`src/rtl/mux8_rr_scheduler_pkg.sv`:
```
// Shared constants and types for the eight-way round-robin mux scheduler.
package mux8_rr_scheduler_pkg;

  localparam int unsigned NUM_REQ      = 8;
  localparam int unsigned SEL_W        = 3;
  localparam int unsigned MAX_HOLD_DEF = 4;

  typedef enum logic {
    ST_IDLE = 1'b0,
    ST_BUSY = 1'b1
  } state_t;

  // One-hot vector with only bit i set.
  function automatic logic [NUM_REQ-1:0] onehot8(input logic [SEL_W-1:0] i);
    return NUM_REQ'(1) << i;
  endfunction

endpackage

```
`src/rtl/mux8_rr_scheduler_if.sv`:
```
// Request/data bundle between the requesters and the scheduler.
interface mux8_rr_scheduler_if;
  import mux8_rr_scheduler_pkg::*;

  logic [NUM_REQ-1:0] req;
  logic [NUM_REQ-1:0] in;
  logic [SEL_W-1:0]   sel;
  logic [NUM_REQ-1:0] grant;
  logic               out;
  logic               out_valid;

  // Requester side: drives requests and data, observes the grant and mux output.
  modport master (
    output req, in,
    input  sel, grant, out, out_valid
  );

  // Scheduler side.
  modport slave (
    input  req, in,
    output sel, grant, out, out_valid
  );
endinterface

```
`src/rtl/mux8_rr_scheduler_pick.sv`:
```
// Combinational round-robin pick: first set request at or after ptr, mod 8.
module rr_pick8
  import mux8_rr_scheduler_pkg::*;
(
  input  logic [NUM_REQ-1:0] req,
  input  logic [SEL_W-1:0]   ptr,
  output logic [SEL_W-1:0]   idx,
  output logic               found
);

  logic [NUM_REQ-1:0] rot;
  logic [SEL_W-1:0]   off;
  logic               hit;

  // Rotate right by ptr, priority-encode the lowest bit, then add ptr back.
  always_comb begin
    rot = '0;
    off = '0;
    hit = 1'b0;
    for (int unsigned i = 0; i < NUM_REQ; i++) begin
      rot[i] = req[SEL_W'(i) + ptr];
    end
    for (int unsigned i = 0; i < NUM_REQ; i++) begin
      if (rot[i] && !hit) begin
        off = SEL_W'(i);
        hit = 1'b1;
      end
    end
    idx   = off + ptr;
    found = hit;
  end

endmodule

```
`src/rtl/mux8_rr_scheduler.sv`:
```
// Round-robin scheduler sharing one 8:1 single-bit mux, with a bounded hold time.
module mux8_rr_scheduler
  import mux8_rr_scheduler_pkg::*;
#(
  parameter int unsigned MAX_HOLD = MAX_HOLD_DEF,
  parameter int unsigned HOLD_W   = 4
) (
  input logic                  clk,
  input logic                  rst,
  mux8_rr_scheduler_if.slave   bus
);

  state_t             state;
  logic [HOLD_W-1:0]  hold_cnt;
  logic [SEL_W-1:0]   ptr;
  logic [SEL_W-1:0]   sel_r;
  logic [NUM_REQ-1:0] grant_r;
  logic               out_r;
  logic               valid_r;

  logic               busy;
  logic               expire;
  logic               cur_req;
  logic [SEL_W-1:0]   pick_ptr;
  logic [NUM_REQ-1:0] pick_req;
  logic [SEL_W-1:0]   pick_idx;
  logic               pick_found;

  // One picker serves both cases: in BUSY it already looks from sel+1 with the
  // current holder masked, which is exactly what a release needs.
  always_comb begin
    busy     = (state == ST_BUSY);
    expire   = (hold_cnt == HOLD_W'(MAX_HOLD - 1));
    cur_req  = bus.req[sel_r];
    pick_ptr = busy ? sel_r + SEL_W'(1) : ptr;
    pick_req = busy ? (bus.req & ~onehot8(sel_r)) : bus.req;
  end

  rr_pick8 u_pick (
    .req   (pick_req),
    .ptr   (pick_ptr),
    .idx   (pick_idx),
    .found (pick_found)
  );

  // Arbitration FSM, hold counter, pointer and registered mux output.
  always_ff @(posedge clk) begin
    if (rst) begin
      state    <= ST_IDLE;
      hold_cnt <= '0;
      ptr      <= '0;
      sel_r    <= '0;
      grant_r  <= '0;
      out_r    <= 1'b0;
      valid_r  <= 1'b0;
    end else begin
      if (|grant_r) out_r <= bus.in[sel_r];
      valid_r <= |grant_r;
      case (state)
        ST_IDLE: begin
          if (pick_found) begin
            grant_r  <= onehot8(pick_idx);
            sel_r    <= pick_idx;
            hold_cnt <= '0;
            state    <= ST_BUSY;
          end else begin
            grant_r <= '0;
          end
        end
        ST_BUSY: begin
          if (!cur_req || expire) begin
            ptr <= sel_r + SEL_W'(1);
            if (pick_found) begin
              grant_r  <= onehot8(pick_idx);
              sel_r    <= pick_idx;
              hold_cnt <= '0;
            end else if (cur_req) begin
              // Hold expired but nobody else wants the mux: re-grant in place.
              hold_cnt <= '0;
            end else begin
              grant_r <= '0;
              state   <= ST_IDLE;
            end
          end else begin
            hold_cnt <= hold_cnt + HOLD_W'(1);
          end
        end
        default: state <= ST_IDLE;
      endcase
    end
  end

  assign bus.sel       = sel_r;
  assign bus.grant     = grant_r;
  assign bus.out       = out_r;
  assign bus.out_valid = valid_r;

endmodule

```
`src/flat_wrapper.sv`:
```
// flat-port wrapper written by rule: the top's interface ports become plain ports
module mux8_rr_scheduler_flat import mux8_rr_scheduler_pkg::*;
#(
  parameter int unsigned MAX_HOLD = MAX_HOLD_DEF,
  parameter int unsigned HOLD_W   = 4
)
  (clk, rst, bus_req, bus_in, bus_sel, bus_grant, bus_out, bus_out_valid);
  mux8_rr_scheduler_if bus_i ();
  input logic clk;
  input logic rst;
  input wire logic [$bits(bus_i.req)-1:0] bus_req;
  input wire logic [$bits(bus_i.in)-1:0] bus_in;
  output wire logic [$bits(bus_i.sel)-1:0] bus_sel;
  output wire logic [$bits(bus_i.grant)-1:0] bus_grant;
  output wire logic [$bits(bus_i.out)-1:0] bus_out;
  output wire logic [$bits(bus_i.out_valid)-1:0] bus_out_valid;
  assign bus_i.req = bus_req;
  assign bus_i.in = bus_in;
  assign bus_sel = bus_i.sel;
  assign bus_grant = bus_i.grant;
  assign bus_out = bus_i.out;
  assign bus_out_valid = bus_i.out_valid;
  mux8_rr_scheduler #(.MAX_HOLD(MAX_HOLD), .HOLD_W(HOLD_W)) u_core (.clk(clk), .rst(rst), .bus(bus_i));
endmodule
```
`config.mk`:
```
export PLATFORM = sky130hd
export DESIGN_NAME = mux8_rr_scheduler_flat
export DESIGN_NICKNAME = d
export VERILOG_FILES = /design/src/rtl/mux8_rr_scheduler_pkg.sv /design/src/rtl/mux8_rr_scheduler_if.sv /design/src/rtl/mux8_rr_scheduler_pick.sv /design/src/rtl/mux8_rr_scheduler.sv /design/src/flat_wrapper.sv
export SDC_FILE = /design/constraint.sdc
export NUM_CORES = 1
export LEC_CHECK = 0
export ABC_AREA = 1
export CORE_MARGIN = 5
export CORE_UTILIZATION = 59
export DETAILED_ROUTE_END_ITERATION = 10
export GPL_TIMING_DRIVEN = 0
export PLACE_DENSITY = 0.86
export SYNTH_ARGS = -nofsm -noshare
export SYNTH_HDL_FRONTEND = slang
export SYNTH_SLANG_ARGS = --single-unit
```
`constraint.sdc`:
```
create_clock -name clk -period 7.2 [get_ports clk]
set_input_delay 0.72 -clock clk [delete_from_list [all_inputs] [get_ports clk]]
set_output_delay 0.72 -clock clk [all_outputs]
set_load 0.01 [all_outputs]
```
==> key figures, run 1 <==
Run status
  • Status: completed

Detailed routing
  • WL/cell: around 13 um
  • Post-route ant nets: 0
  • Number of optimization iterations in the first detailed-route pass: 4
  • Number of vias per cell after detailed routing: about 5.4
  • Routed via count: 2,060
  • First DRT Iteration DRCs: about 140
  • Detailed-route wire length: between 4000 and 5000 um
  • # DRC: 0

Synthesis
  • Sequential area share after synthesis: 0.209
  • Number of different library cells in the post-synthesis netlist: 36
  • Post-synth net total: between 300 and 400
  • Synthesis-stage register bit count: 21
  • Synth Area per Inst: about 6.6 um^2
  • Post-synthesis cell area: 0.00201 mm^2
  • Count of warnings emitted by yosys: 0
  • Gate count of the mapped netlist: 303

Clock network
  • Post-CTS resize count: 0
  • Clock tree from TritonCTS: yes
  • Maximum root-to-sink buffer count: 2
  • CTS H-tree depth: 1
  • Hold_buf cts: 0
  • Sink count of the clock tree: 21
  • Number of buffers created by CTS: 3
  • Worst-path clk slew: about 0.12 ns
  • Setup bufs post-CTS: 0
  • Cell at the root of the clock tree: clkbuf_4
  • Insertion delay of the later-clocked pin in the worst-skew pair: 0.32 ns

STA
  • Final Hold Viols: 0
  • Worst-case hold slack: between 0.4 and 0.5 ns
  • Time the final worst path needs with I/O delays and setup: 4.20 ns
  • Slew Viols, Final: 0
  • RSZ-0062 raised after global routing: no
  • Setup violators final: 0
  • Part of the cycle the worst path needs: 0.583
  • Worst clock skew: about 0.0086 ns
  • Headroom to the max-slew limit: 0.597
  • Maximum clock frequency: ~240 MHz
  • Slew @ Worst Pin: around 0.60 ns
  • Total negative slack: 0 ns
  • Slack of the critical path: approximately 3 ns

Worst hold path
  • Class of the tightest hold or removal check: register to register

Critical path
  • Critical Path AT: around 4.5 ns
  • Largest stage delay on the critical path: approximately 0.49 ns
  • Endpoint type of the worst setup path: register
  • Critical path class: register to register
  • CP required: about 7.5 ns
  • CP dominant cell by count: nand2_1
  • Max FO, Critical Path: 9
  • Crit start category: register
  • Slowest cell on the critical path: dfxtp_1

Power and ir drop
  • Switching part of the total power: 0.555
  • Total net switching power: ~0.60 mW
  • Power Dens Cells: ~450 mW/mm^2
  • Sequential power share: 0.158
  • Combinational share of power: 0.787
  • Internal power: around 0.48 mW
  • Worst supply voltage drop on vdd: between 0.2 and 0.3 mV
  • Leakage power of the design: 1.04 nW
  • Fraction of power consumed by the clock network: 0.055

Finish
  • Post-layout nets: about 370
  • Share of final-layout standard cells stronger than drive strength 1: 0.163
  • Synth-to-Final Area Change: 19.3%
  • Post-layout util: 0.724
  • Antenna diodes: 0
  • Count of placed standard cells in the final layout, fillers left out: 383

Floorplanning
  • Die width: 68.4 um
  • Row cnt: 21
  • Boundary pin count: 31
  • Starting density of the core: 0.607
  • Vertical die dimension: 68.4 um
  • Die area: roughly 0.0047 mm^2
  • Core area: around 0.0033 mm^2

Placed design
  • Final GP Congestion: between 0.8 and 0.9
  • # port buffers: 30
  • Detailed-placement wirelength estimate: 3940 um
  • Dpl cells: 379
  • Worst setup timing slack at the placement stage: 3.09 ns

Global routing
  • First-pass GRT wire length: about 8300 um
  • Largest net degree at the start of global routing: 14
  • Total routing resource utilization after global routing: 0.231
  • Global-route congestion overflow total: 0
  • Number of antenna violations at the first check in global routing: 0
  • Number of global-route vias before repair: around 2.0k

Run
  • Maximum capacitance violations: 0
==> state kept, by name, indices dropped and copies added, names as in the netlist <==
name                  count
u_core.bus.grant          8
u_core.bus.out            1
u_core.bus.out_valid      1
u_core.bus.sel            3
u_core.busy               1
u_core.hold_cnt           4
u_core.ptr                3
==> critical path: cells and delay by family, from the launching register on <==
| kind | cells | cell delay (ns) |
|---|---|---|
| DFF | 1 | 0.49 |
| and+or+nand+nor | 12 | 1.21 |
| xor gates and xnor gates | 1 | 0.20 |
| adders and majority gates | 4 | 1.31 |
| buffers and inverters | 5 | 0.54 |
| AOI/OAI and AO/OA | 3 | 0.37 |
==> through the flow <==
stage | total power [mW] | area, um^2
4_1_cts | 1.08 | 2400
3_5_place_dp | 1.01 | 2370
3_3_place_gp | 0.998 | 2370
2_1_floorplan | 0.828 | 2010
5_1_grt | 1.19 | 2400
6_report | 1.08 | 2400
==> cells in the final DEF (no fill, tap or decap), types with 4 or more instances in the layout <==
cell type and count:
nand2_1 80, clkdlybuf4s50_1 30, o21ai_0 15, buf_6 4, nand2_2 14, xnor2_1 4
ha_1 10, nand3_1 53, inv_1 19, a21oi_1 9, a21oi_2 8, nand3_2 4
nor2_1 21, inv_2 6, dfxtp_1 21
==> Yosys cell counts <==
library cell	n	area, um^2
nor4_1	2	12.5
a21oi_1	9	45.0
o21ai_4	2	32.5
inv_2	6	22.5
nor2_4	1	11.3
nand2_1	80	300
buf_12	1	20.0
ha_1	10	125
fa_1	1	20.0
o22ai_1	2	12.5
nor3_2	1	10.0
clkbuf_1	2	7.51
o211ai_1	1	7.51
o221ai_1	3	26.3
nor2_2	3	18.8
nor2_1	21	78.8
nand3_2	4	40.0
nand4_1	2	12.5
o21ai_0	15	75.1
a21oi_2	8	70.1
inv_1	19	71.3
nand2_2	14	87.6
nand2_4	1	11.3
o21ai_2	1	8.76
xnor2_1	4	35.0
a211oi_1	2	15.0
buf_6	4	45.0
xor2_1	2	17.5
and2_1	1	6.26
xor2_2	3	48.8
buf_4	1	7.51
dfxtp_1	21	420
nand3_1	53	265
a41oi_1	1	8.76
clkbuf_2	1	5.00
o31ai_1	1	7.51
==> path summary, 6_finish.rpt <==
check / end / depth (start not counted) / from / slack (ns)
worst max register to register: u_core.bus.grant[7]$_SDFFE_PP0P_ / 25 / u_core.bus.sel[1]$_SDFFE_PP0P_ / 3.00
worst min register to register: u_core.hold_cnt[1]$_SDFFE_PP0P_ / 2 / u_core.hold_cnt[1]$_SDFFE_PP0P_ / 0.49
worst min-delay path: u_core.hold_cnt[1]$_SDFFE_PP0P_ / 2 / u_core.hold_cnt[1]$_SDFFE_PP0P_ / 0.49
worst max-delay path: u_core.bus.grant[7]$_SDFFE_PP0P_ / 25 / u_core.bus.sel[1]$_SDFFE_PP0P_ / 3.00
==> logic make-up after synthesis <==
| kind of cell | share of synthesized area |
|---|---|
| fa+ha+maj | 0.0722 |
| flops | 0.209 |
| simple gates | 0.425 |
| xor+xnor | 0.0504 |
| buf+inv | 0.0890 |
| compound gates | 0.154 |
==> power groups by stage <==
stage | Combinational, mW | Sequential [mW] | Clock (mW)
2_1_floorplan | 0.650 | 0.177 | 0
3_3_place_gp | 0.827 | 0.171 | 0
3_5_place_dp | 0.841 | 0.173 | 0
4_1_cts | 0.848 | 0.170 | 0.0605
5_1_grt | 0.954 | 0.175 | 0.0658
6_report | 0.850 | 0.170 | 0.0595
==> area by class of cell <==
class	instances	area [um^2]
sequential	21	420
fill	306	913
clock inverter	1	7.51
timing repair buffer	30	300
tap	46	57.6
clock buffer	3	22.5
multi-input combinational	248	1410
buffer	9	85.1
inverter	25	93.8
==> per-layer routing <==
layer	GRT usage	vias up	wire length (um)
li1	-	1074	-
met3	0.0230	7	166
met5	0	-	0
met2	0.409	37	2370
met4	0.0695	0	62
met1	0.293	942	2200
Power figures use the tool's default switching activity.
==> run 2: changes to the inputs <==
--- a/config.mk
+++ b/config.mk
@@ -7,10 +7,10 @@
 export LEC_CHECK = 0
 export ABC_AREA = 1
 export CORE_MARGIN = 5
-export CORE_UTILIZATION = 59
+export CORE_UTILIZATION = 49
 export DETAILED_ROUTE_END_ITERATION = 10
 export GPL_TIMING_DRIVEN = 0
-export PLACE_DENSITY = 0.86
+export PLACE_DENSITY = 0.77
 export SYNTH_ARGS = -nofsm -noshare
 export SYNTH_HDL_FRONTEND = slang
 export SYNTH_SLANG_ARGS = --single-unit
==> constraint.sdc (replaced) <==
create_clock -name clk -period 3.7 [get_ports clk]
set_input_delay 0.37 -clock clk [delete_from_list [all_inputs] [get_ports clk]]
set_output_delay 0.37 -clock clk [all_outputs]
set_load 0.01 [all_outputs]
==> run 2 against run 1 <==
  * Worst hold slack got worse by 0.0027 ns
  * Clock skew shrank 0.0028 ns
  * First-iteration DRC count decreased by 31%
  * Non-clock buffer count grew 8
  * Fmax up 18%
  * Routed wire length is 11% higher
  * Via count increased by 3.8%
  * Clock power grew to 2.6 times the previous value
  * Total power is 140% higher
  * Core utilization decreased by 5.7 points
  * Critical path type unchanged
  * Highest routed layer unchanged
==> key figures, run 2 (synthesis gave the netlist of run 1 again) <==
Run status
  • Status: completed (unchanged)

STA
  • Slew Viols, Final: 0 (unchanged)
  • Slack of the critical path: 0.145 ns (was 3.00 ns)
  • Part of the cycle the worst path needs: 0.961 (was 0.583)
  • Setup violators final: 0 (unchanged)
  • Headroom to the max-slew limit: 0.592 (was 0.597)
  • Worst clock skew: 0.00582 ns (was 0.00863 ns)
  • Maximum clock frequency: 281 MHz (was 238 MHz)
  • Total negative slack: 0 ns (unchanged)
  • Worst-case hold slack: 0.486 ns (was 0.488 ns)
  • Final Hold Viols: 0 (unchanged)
  • Slew @ Worst Pin: 0.611 ns (was 0.605 ns)
  • Time the final worst path needs with I/O delays and setup: 3.55 ns (was 4.20 ns)

Clock network
  • Cell at the root of the clock tree: clkbuf_8 (was clkbuf_4)
  • Insertion delay of the later-clocked pin in the worst-skew pair: 0.27 ns (was 0.32 ns)
  • Number of buffers created by CTS: 3 (unchanged)
  • Sink count of the clock tree: 21 (unchanged)
  • Clock tree from TritonCTS: yes (unchanged)
  • CTS H-tree depth: 1 (unchanged)
  • Maximum root-to-sink buffer count: 2 (unchanged)
  • Worst-path clk slew: 0.08 ns (was 0.12 ns)

Global routing
  • GR Layer Usage met1: 0.266 (was 0.293)
  • Number of global-route vias before repair: 1,941 (was 1,968)
  • Global routing met3 resource utilization: 0.00946 (was 0.0230)
  • Largest net degree at the start of global routing: 14 (unchanged)
  • Met2 Track Usage GR: 0.320 (was 0.409)
  • Global-route congestion overflow total: 0 (unchanged)
  • First-pass GRT wire length: 8420 um (was 8290 um)
  • Most used routing layer: met2 (unchanged)
  • Total routing resource utilization after global routing: 0.192 (was 0.231)
  • Number of antenna violations at the first check in global routing: 0 (unchanged)

Finish
  • Antenna diodes: 0 (unchanged)
  • Post-layout nets: 375 (was 367)
  • Most frequent cells in the layout: 70 x nand2_1, 50 x nand3_1, 30 x clkdlybuf4s50_1 (was 80 x nand2_1, 53 x nand3_1, 30 x clkdlybuf4s50_1)
  • Design area: 0.00267 mm^2 (was 0.00240 mm^2)
  • Count of placed standard cells in the final layout, fillers left out: 395 (was 383)
  • Synth-to-Final Area Change: 32.9% (was 19.3%)
  • Post-layout util: 0.668 (was 0.724)
  • Flip-flop count of the largest register, all copies and words added: 8 (unchanged)
  • Most common library cell in the layout ignoring fill and taps: nand2_1 (unchanged)
  • Share of final-layout standard cells stronger than drive strength 1: 0.267 (was 0.163)

Floorplanning
  • Die width: 74.0 um (was 68.4 um)
  • Die area: 0.00548 mm^2 (was 0.00467 mm^2)
  • Starting density of the core: 0.502 (was 0.607)
  • Boundary pin count: 31 (unchanged)
  • Row cnt: 23 (was 21)
  • Core area: 0.00400 mm^2 (was 0.00331 mm^2)
  • Vertical die dimension: 74.0 um (was 68.4 um)

Placed design
  • Post-place instance area: 0.00237 mm^2 (about the same)
  • Detailed-placement wirelength estimate: 3960 um (was 3940 um)
  • # port buffers: 30 (unchanged)
  • Final GP Congestion: 0.881 (was 0.844)
  • Dpl cells: 383 (was 379)
  • Worst setup timing slack at the placement stage: -0.426 ns (was 3.09 ns)

Critical path
  • Crit start category: register (unchanged)
  • Critical Path AT: 3.75 ns (was 4.45 ns)
  • Critical path class: register to register (unchanged)
  • Cell depth of the worst flop-to-flop path: 21 (was 25)
  • Max FO, Critical Path: 7 (was 9)
  • CP required: 3.90 ns (was 7.45 ns)
  • Worst reg2reg setup slack: 0.15 ns (was 3.00 ns)
  • Endpoint of the worst register-to-register path: u_core.bus.grant[1]$_SDFFE_PP0P_ (was u_core.bus.grant[7]$_SDFFE_PP0P_)
  • Endpoint type of the worst setup path: register (unchanged)
  • Worst flop-to-flop path startpoint: u_core.bus.sel[1]$_SDFFE_PP0P_ (unchanged)

Detailed routing
  • Post-route ant nets: 0 (unchanged)
  • Number of vias per cell after detailed routing: 5.41 (was 5.38)
  • WL/cell: 13.5 um (was 12.5 um)
  • First DRT Iteration DRCs: 95 (was 137)
  • Number of optimization iterations in the first detailed-route pass: 4 (unchanged)
  • Detailed-route wire length: 5310 um (was 4800 um)
  • # DRC: 0 (unchanged)
  • Routed via count: 2,138 (was 2,060)

Power and ir drop
  • Power Dens Cells: 965 mW/mm^2 (was 451 mW/mm^2)
  • Total net switching power: 1.38 mW (was 0.600 mW)
  • Switching part of the total power: 0.537 (was 0.555)
  • Worst supply voltage drop on vdd: 0.717 mV (was 0.289 mV)
  • Total power: 2.58 mW (was 1.08 mW)
  • Combinational share of power: 0.806 (was 0.787)
  • Internal power: 1.19 mW (was 0.481 mW)
  • Fraction of power consumed by the clock network: 0.061 (was 0.055)
  • Leakage power of the design: 1.12 nW (was 1.04 nW)
  • Sequential power share: 0.133 (was 0.158)

Run
  • Maximum capacitance violations: 0 (unchanged)

Worst hold path
  • Class of the tightest hold or removal check: register to register (unchanged)
  • Min-Delay Startpoint: u_core.bus.grant[1]$_SDFFE_PP0P_ (was u_core.hold_cnt[1]$_SDFFE_PP0P_)
  • Number of cells traversed by the worst hold path: 2 (unchanged)
  • End point of the most critical hold path: u_core.bus.grant[1]$_SDFFE_PP0P_ (was u_core.hold_cnt[1]$_SDFFE_PP0P_)
## run 2: worst max path at each step
stage                                         startpoint                               end  slack [ns]  cells past startpoint
after floorplan           u_core.bus.sel[1]$_SDFFE_PP0P_  u_core.bus.grant[4]$_SDFFE_PP0P_        0.05                     25
after global placement    u_core.bus.sel[1]$_SDFFE_PP0P_  u_core.bus.grant[6]$_SDFFE_PP0P_       -0.41                     25
after detailed placement  u_core.bus.sel[1]$_SDFFE_PP0P_  u_core.bus.grant[6]$_SDFFE_PP0P_       -0.43                     25
after CTS                 u_core.bus.sel[2]$_SDFFE_PP0P_  u_core.bus.grant[7]$_SDFFE_PP0P_       0.006                     24
after global routing      u_core.bus.sel[0]$_SDFFE_PP0P_  u_core.bus.grant[7]$_SDFFE_PP0P_       -0.06                     24
final                     u_core.bus.sel[1]$_SDFFE_PP0P_  u_core.bus.grant[1]$_SDFFE_PP0P_        0.15                     21
## run 2: power by group through the flow
stage,clock [mW],sequential (mW),combinational [mW]
final,0.157,0.343,2.08
after global routing,0.170,0.349,2.28
after CTS,0.156,0.337,1.71
after detailed placement,0,0.337,1.64
after global placement,0,0.335,1.62
after floorplan,0,0.345,1.27
## run 2: worst max-delay path: stages, from the launching register on
cell and delay (ns):
dfxtp_4 0.40, inv_4 0.07, ha_4 0.27, nand2_2 0.06
o21ai_4 0.10, ha_4 0.27, inv_6 0.09, nand3_1 0.08
nand3_1 0.12, nand2_2 0.09, nor2_4 0.11, nand2_2 0.08
nor2_4 0.13, nand4_1 0.12, o211ai_1 0.13, ha_2 0.19
inv_1 0.05, fa_2 0.59, nand3_1 0.12, nor2_2 0.19
nand2_1 0.09, a21oi_2 0.11
## run 2: area by class of cell
class | instances | area (um^2)
Clock buffer | 3 | 41.3
Clock inverter | 1 | 7.51
Timing Repair Buffer | 38 | 360
Inverter | 25 | 114
Fill cell | 358 | 1330
Tap cell | 50 | 62.6
Sequential cell | 21 | 428
Multi-Input combinational cell | 248 | 1560
Buffer | 9 | 96.3
## run 2: repair_timing
action | 4_1_cts | 5_1_grt
setup buffers | 1 | 7
hold endpoints to repair | 0 | 0
setup endpoints to repair | 10 | 10
gates resized for setup | 11 | 40
hold buffers | 0 | 0
pin swaps | 1 | 11
## run 2: metal layers
layer | vias up | wire [um]
li1 | 1098 | -
met1 | 986 | 2430
met2 | 43 | 2650
met3 | 11 | 138
met4 | 0 | 91
met5 | - | 0
==> run 3: changes to the inputs <==
--- a/config.mk
+++ b/config.mk
@@ -6,11 +6,13 @@
 export NUM_CORES = 1
 export LEC_CHECK = 0
 export ABC_AREA = 1
+export ABC_CLOCK_PERIOD_IN_PS = 3700
 export CORE_MARGIN = 5
-export CORE_UTILIZATION = 49
+export CORE_UTILIZATION = 51
+export CTS_BUF_LIST = sky130_fd_sc_hd__clkbuf_4
 export DETAILED_ROUTE_END_ITERATION = 10
 export GPL_TIMING_DRIVEN = 0
-export PLACE_DENSITY = 0.77
+export PLACE_DENSITY = 0.79
 export SYNTH_ARGS = -nofsm -noshare
 export SYNTH_HDL_FRONTEND = slang
 export SYNTH_SLANG_ARGS = --single-unit
==> run 3 against run 2 <==
  * The run now ends with setup timing left
  * Non-clock buffer count is 8 higher
  * Cell count is 1.5% higher
  * Global-route usage is 1.7 points higher
  * Sequential power is 1% lower
  * Routed wire length is 6.0% higher
  * Critical endpoint is now u_core.bus.sel[2]$_SDFFE_PP0P_
  * Largest cell class unchanged
==> key figures, run 3 (synthesis gave the netlist of run 1 again) <==
Global routing
  • Number of global-route vias before repair: 2,020 (was 1,941)
  • Global-route congestion overflow total: 0 (unchanged)
  • Number of antenna violations at the first check in global routing: 0 (unchanged)
  • Total routing resource utilization after global routing: 0.208 (was 0.192)
  • First-pass GRT wire length: 8980 um (was 8420 um)
  • Largest net degree at the start of global routing: 12 (was 14)

Detailed routing
  • Number of vias per cell after detailed routing: 5.49 (was 5.41)
  • # DRC: 0 (unchanged)
  • Routed via count: 2,201 (was 2,138)
  • Number of optimization iterations in the first detailed-route pass: 4 (unchanged)
  • Detailed-route wire length: 5630 um (was 5310 um)
  • Post-route ant nets: 0 (unchanged)
  • First DRT Iteration DRCs: 145 (was 95)
  • WL/cell: 14.0 um (was 13.5 um)

Run
  • Maximum capacitance violations: 0 (unchanged)

Floorplanning
  • Core area: 0.00374 mm^2 (was 0.00400 mm^2)
  • Row cnt: 22 (was 23)
  • Vertical die dimension: 72.8 um (was 74.0 um)
  • Starting density of the core: 0.537 (was 0.502)
  • Die width: 72.8 um (was 74.0 um)
  • Boundary pin count: 31 (unchanged)
  • Die area: 0.00530 mm^2 (was 0.00548 mm^2)

Critical path
  • Slowest cell on the critical path: dfxtp_4 (was fa_2)
  • Max FO, Critical Path: 6 (was 7)
  • Endpoint type of the worst setup path: register (unchanged)
  • Endpoint of the worst register-to-register path: u_core.bus.sel[2]$_SDFFE_PP0P_ (was u_core.bus.grant[1]$_SDFFE_PP0P_)
  • Worst reg2reg setup slack: -0.03 ns (was 0.15 ns)
  • Largest delay contributor family on the critical path: adder cells (unchanged)
  • Largest stage delay on the critical path: 0.39 ns (was 0.59 ns)
  • Worst path cell trace: clkinvlp_4, ha_4, nand2_4, o21ai_4, ha_4, buf_6, nand3_4, nand3_2, nand2_2, nor2_2, nand2_1, nor2_2, nand4_1, o211ai_1, ha_2, inv_2, fa_2, xor2_2, inv_1, nand3_2, nand2_4, buf_4, a21oi_1 (was inv_4, ha_4, nand2_2, o21ai_4, ha_4, inv_6, nand3_1, nand3_1, nand2_2, nor2_4, nand2_2, nor2_4, nand4_1, o211ai_1, ha_2, inv_1, fa_2, nand3_1, nor2_2, nand2_1, a21oi_2)
  • Cell depth of the worst flop-to-flop path: 23 (was 21)
  • Crit start category: register (unchanged)
  • Worst flop-to-flop path startpoint: u_core.bus.sel[1]$_SDFFE_PP0P_ (unchanged)
  • Critical Path AT: 3.92 ns (was 3.75 ns)
  • Critical path class: register to register (unchanged)
  • Number of buffers and inverters on the critical path: 5 (was 3)
  • CP required: 3.89 ns (was 3.90 ns)

STA
  • Part of the cycle the worst path needs: 1.01 (was 0.961)
  • Worst clock skew: 0.00840 ns (was 0.00582 ns)
  • Time the final worst path needs with I/O delays and setup: 3.73 ns (was 3.55 ns)
  • Maximum clock frequency: 268 MHz (was 281 MHz)
  • Slack of the critical path: -0.0309 ns (was 0.145 ns)
  • Headroom to the max-slew limit: 0.620 (was 0.592)
  • Worst-case hold slack: 0.492 ns (was 0.486 ns)
  • Slew @ Worst Pin: 0.570 ns (was 0.611 ns)
  • Slew Viols, Final: 0 (unchanged)
  • Final Hold Viols: 0 (unchanged)
  • Setup violators final: 6 (was 0)
  • RSZ-0062 raised after global routing: yes

Finish
  • Flip-flop count of the largest register, all copies and words added: 8 (unchanged)
  • Share of final-layout standard cells stronger than drive strength 1: 0.300 (was 0.267)
  • Post-layout util: 0.730 (was 0.668)
  • Count of placed standard cells in the final layout, fillers left out: 401 (was 395)
  • Most frequent cells in the layout: 71 x nand2_1, 45 x nand3_1, 30 x clkdlybuf4s50_1 (was 70 x nand2_1, 50 x nand3_1, 30 x clkdlybuf4s50_1)
  • Filler Cell Count: 298 (was 358)
  • Footprint of the multi-input gates: 0.00158 mm^2 (was 0.00156 mm^2)
  • Synth-to-Final Area Change: 36.0% (was 32.9%)
  • Most common library cell in the layout ignoring fill and taps: nand2_1 (unchanged)
  • Register area: 429 um^2 (was 428 um^2)
  • Antenna diodes: 0 (unchanged)
  • Post-layout nets: 383 (was 375)

Worst hold path
  • Class of the tightest hold or removal check: register to register (unchanged)
  • End point of the most critical hold path: u_core.bus.grant[3]$_SDFFE_PP0P_ (was u_core.bus.grant[1]$_SDFFE_PP0P_)
  • Min-Delay Startpoint: u_core.bus.grant[3]$_SDFFE_PP0P_ (was u_core.bus.grant[1]$_SDFFE_PP0P_)
  • Number of cells traversed by the worst hold path: 2 (unchanged)

Clock network
  • Insertion delay of the later-clocked pin in the worst-skew pair: 0.31 ns (was 0.27 ns)
  • Number of buffers created by CTS: 3 (unchanged)
  • Sink count of the clock tree: 21 (unchanged)
  • Worst-path clk slew: 0.12 ns (was 0.08 ns)
  • Maximum root-to-sink buffer count: 2 (unchanged)
  • Clock tree from TritonCTS: yes (unchanged)
  • Cell at the root of the clock tree: clkbuf_4 (was clkbuf_8)
  • CTS H-tree depth: 1 (unchanged)

Run status
  • Failing checks: setup timing
  • Status: finished, violations left (was completed)

Power and ir drop
  • Power Dens Cells: 966 mW/mm^2 (was 965 mW/mm^2)
  • Total power: 2.64 mW (was 2.58 mW)
  • Worst supply voltage drop on vdd: 0.646 mV (was 0.717 mV)
  • Leakage power of the design: 1.17 nW (was 1.12 nW)

Placed design
  • Dpl cells: 381 (was 383)
  • Detailed-placement wirelength estimate: 4070 um (was 3960 um)
  • # port buffers: 30 (unchanged)
  • Final GP Congestion: 0.884 (was 0.881)
[run 3: worst max path at each step]
stage / startpoint / endpoint / slack [ns] / cells past startpoint
floorplan: u_core.bus.sel[1]$_SDFFE_PP0P_ / u_core.bus.grant[4]$_SDFFE_PP0P_ / 0.05 / 25
finish: u_core.bus.sel[1]$_SDFFE_PP0P_ / u_core.bus.sel[2]$_SDFFE_PP0P_ / -0.03 / 23
CTS: u_core.bus.sel[2]$_SDFFE_PP0P_ / u_core.bus.grant[4]$_SDFFE_PP0P_ / 0.02 / 24
global placement: u_core.bus.sel[1]$_SDFFE_PP0P_ / u_core.bus.grant[6]$_SDFFE_PP0P_ / -0.42 / 25
detailed placement: u_core.bus.sel[1]$_SDFFE_PP0P_ / u_core.bus.grant[6]$_SDFFE_PP0P_ / -0.51 / 25
global route: u_core.bus.sel[1]$_SDFFE_PP0P_ / u_core.bus.grant[4]$_SDFFE_PP0P_ / -0.17 / 24
[run 3: worst min-delay path: cells and delay by family, from the launching register on]
family,cells,cell delay [ns]
flip-flops,1,0.35
AO/OA/AOI/OAI,1,0.04
AND/OR/NAND/NOR,1,0.07
[run 3: routing by layer]
metal | wire [um] | track usage | vias to the layer above
met5 | 0 | 0 | -
met4 | 65 | 0.0451 | 0
met3 | 235 | 0.0138 | 9
met2 | 2930 | 0.370 | 56
met1 | 2410 | 0.276 | 1020
li1 | - | - | 1116
[run 3: through the flow]
step	TNS, ns	setup slack [ns]	area [um^2]
2_1_floorplan	0	0.0518	2010
3_3_place_gp	-3.61	-0.415	2370
3_5_place_dp	-4.55	-0.506	2370
4_1_cts	0	0.0166	2490
5_1_grt	-1.43	-0.173	2730
6_report	-0.113	-0.0309	2730
[run 3: area by class of cell]
type / instances / share of cell area
clock buffer: 4 / 0.0110
inverter: 25 / 0.0421
buffer: 9 / 0.0334
sequential: 21 / 0.157
multi-input combinational: 248 / 0.579
timing repair buffer: 46 / 0.155
tap: 48 / 0.0220
[run 3: where the power goes]
group	internal, mW	switching, mW
registers	0.289	0.0503
logic	0.889	1.29
clock network	0.0494	0.0683
[run 3: timing repair]
item                                    in CTS  in global routing
pin swaps                                    1                 17
buffers inserted                             5                 11
hold buffers                                 0                  0
resized for setup                           13                 42
endpoints found under the setup margin      10                 10
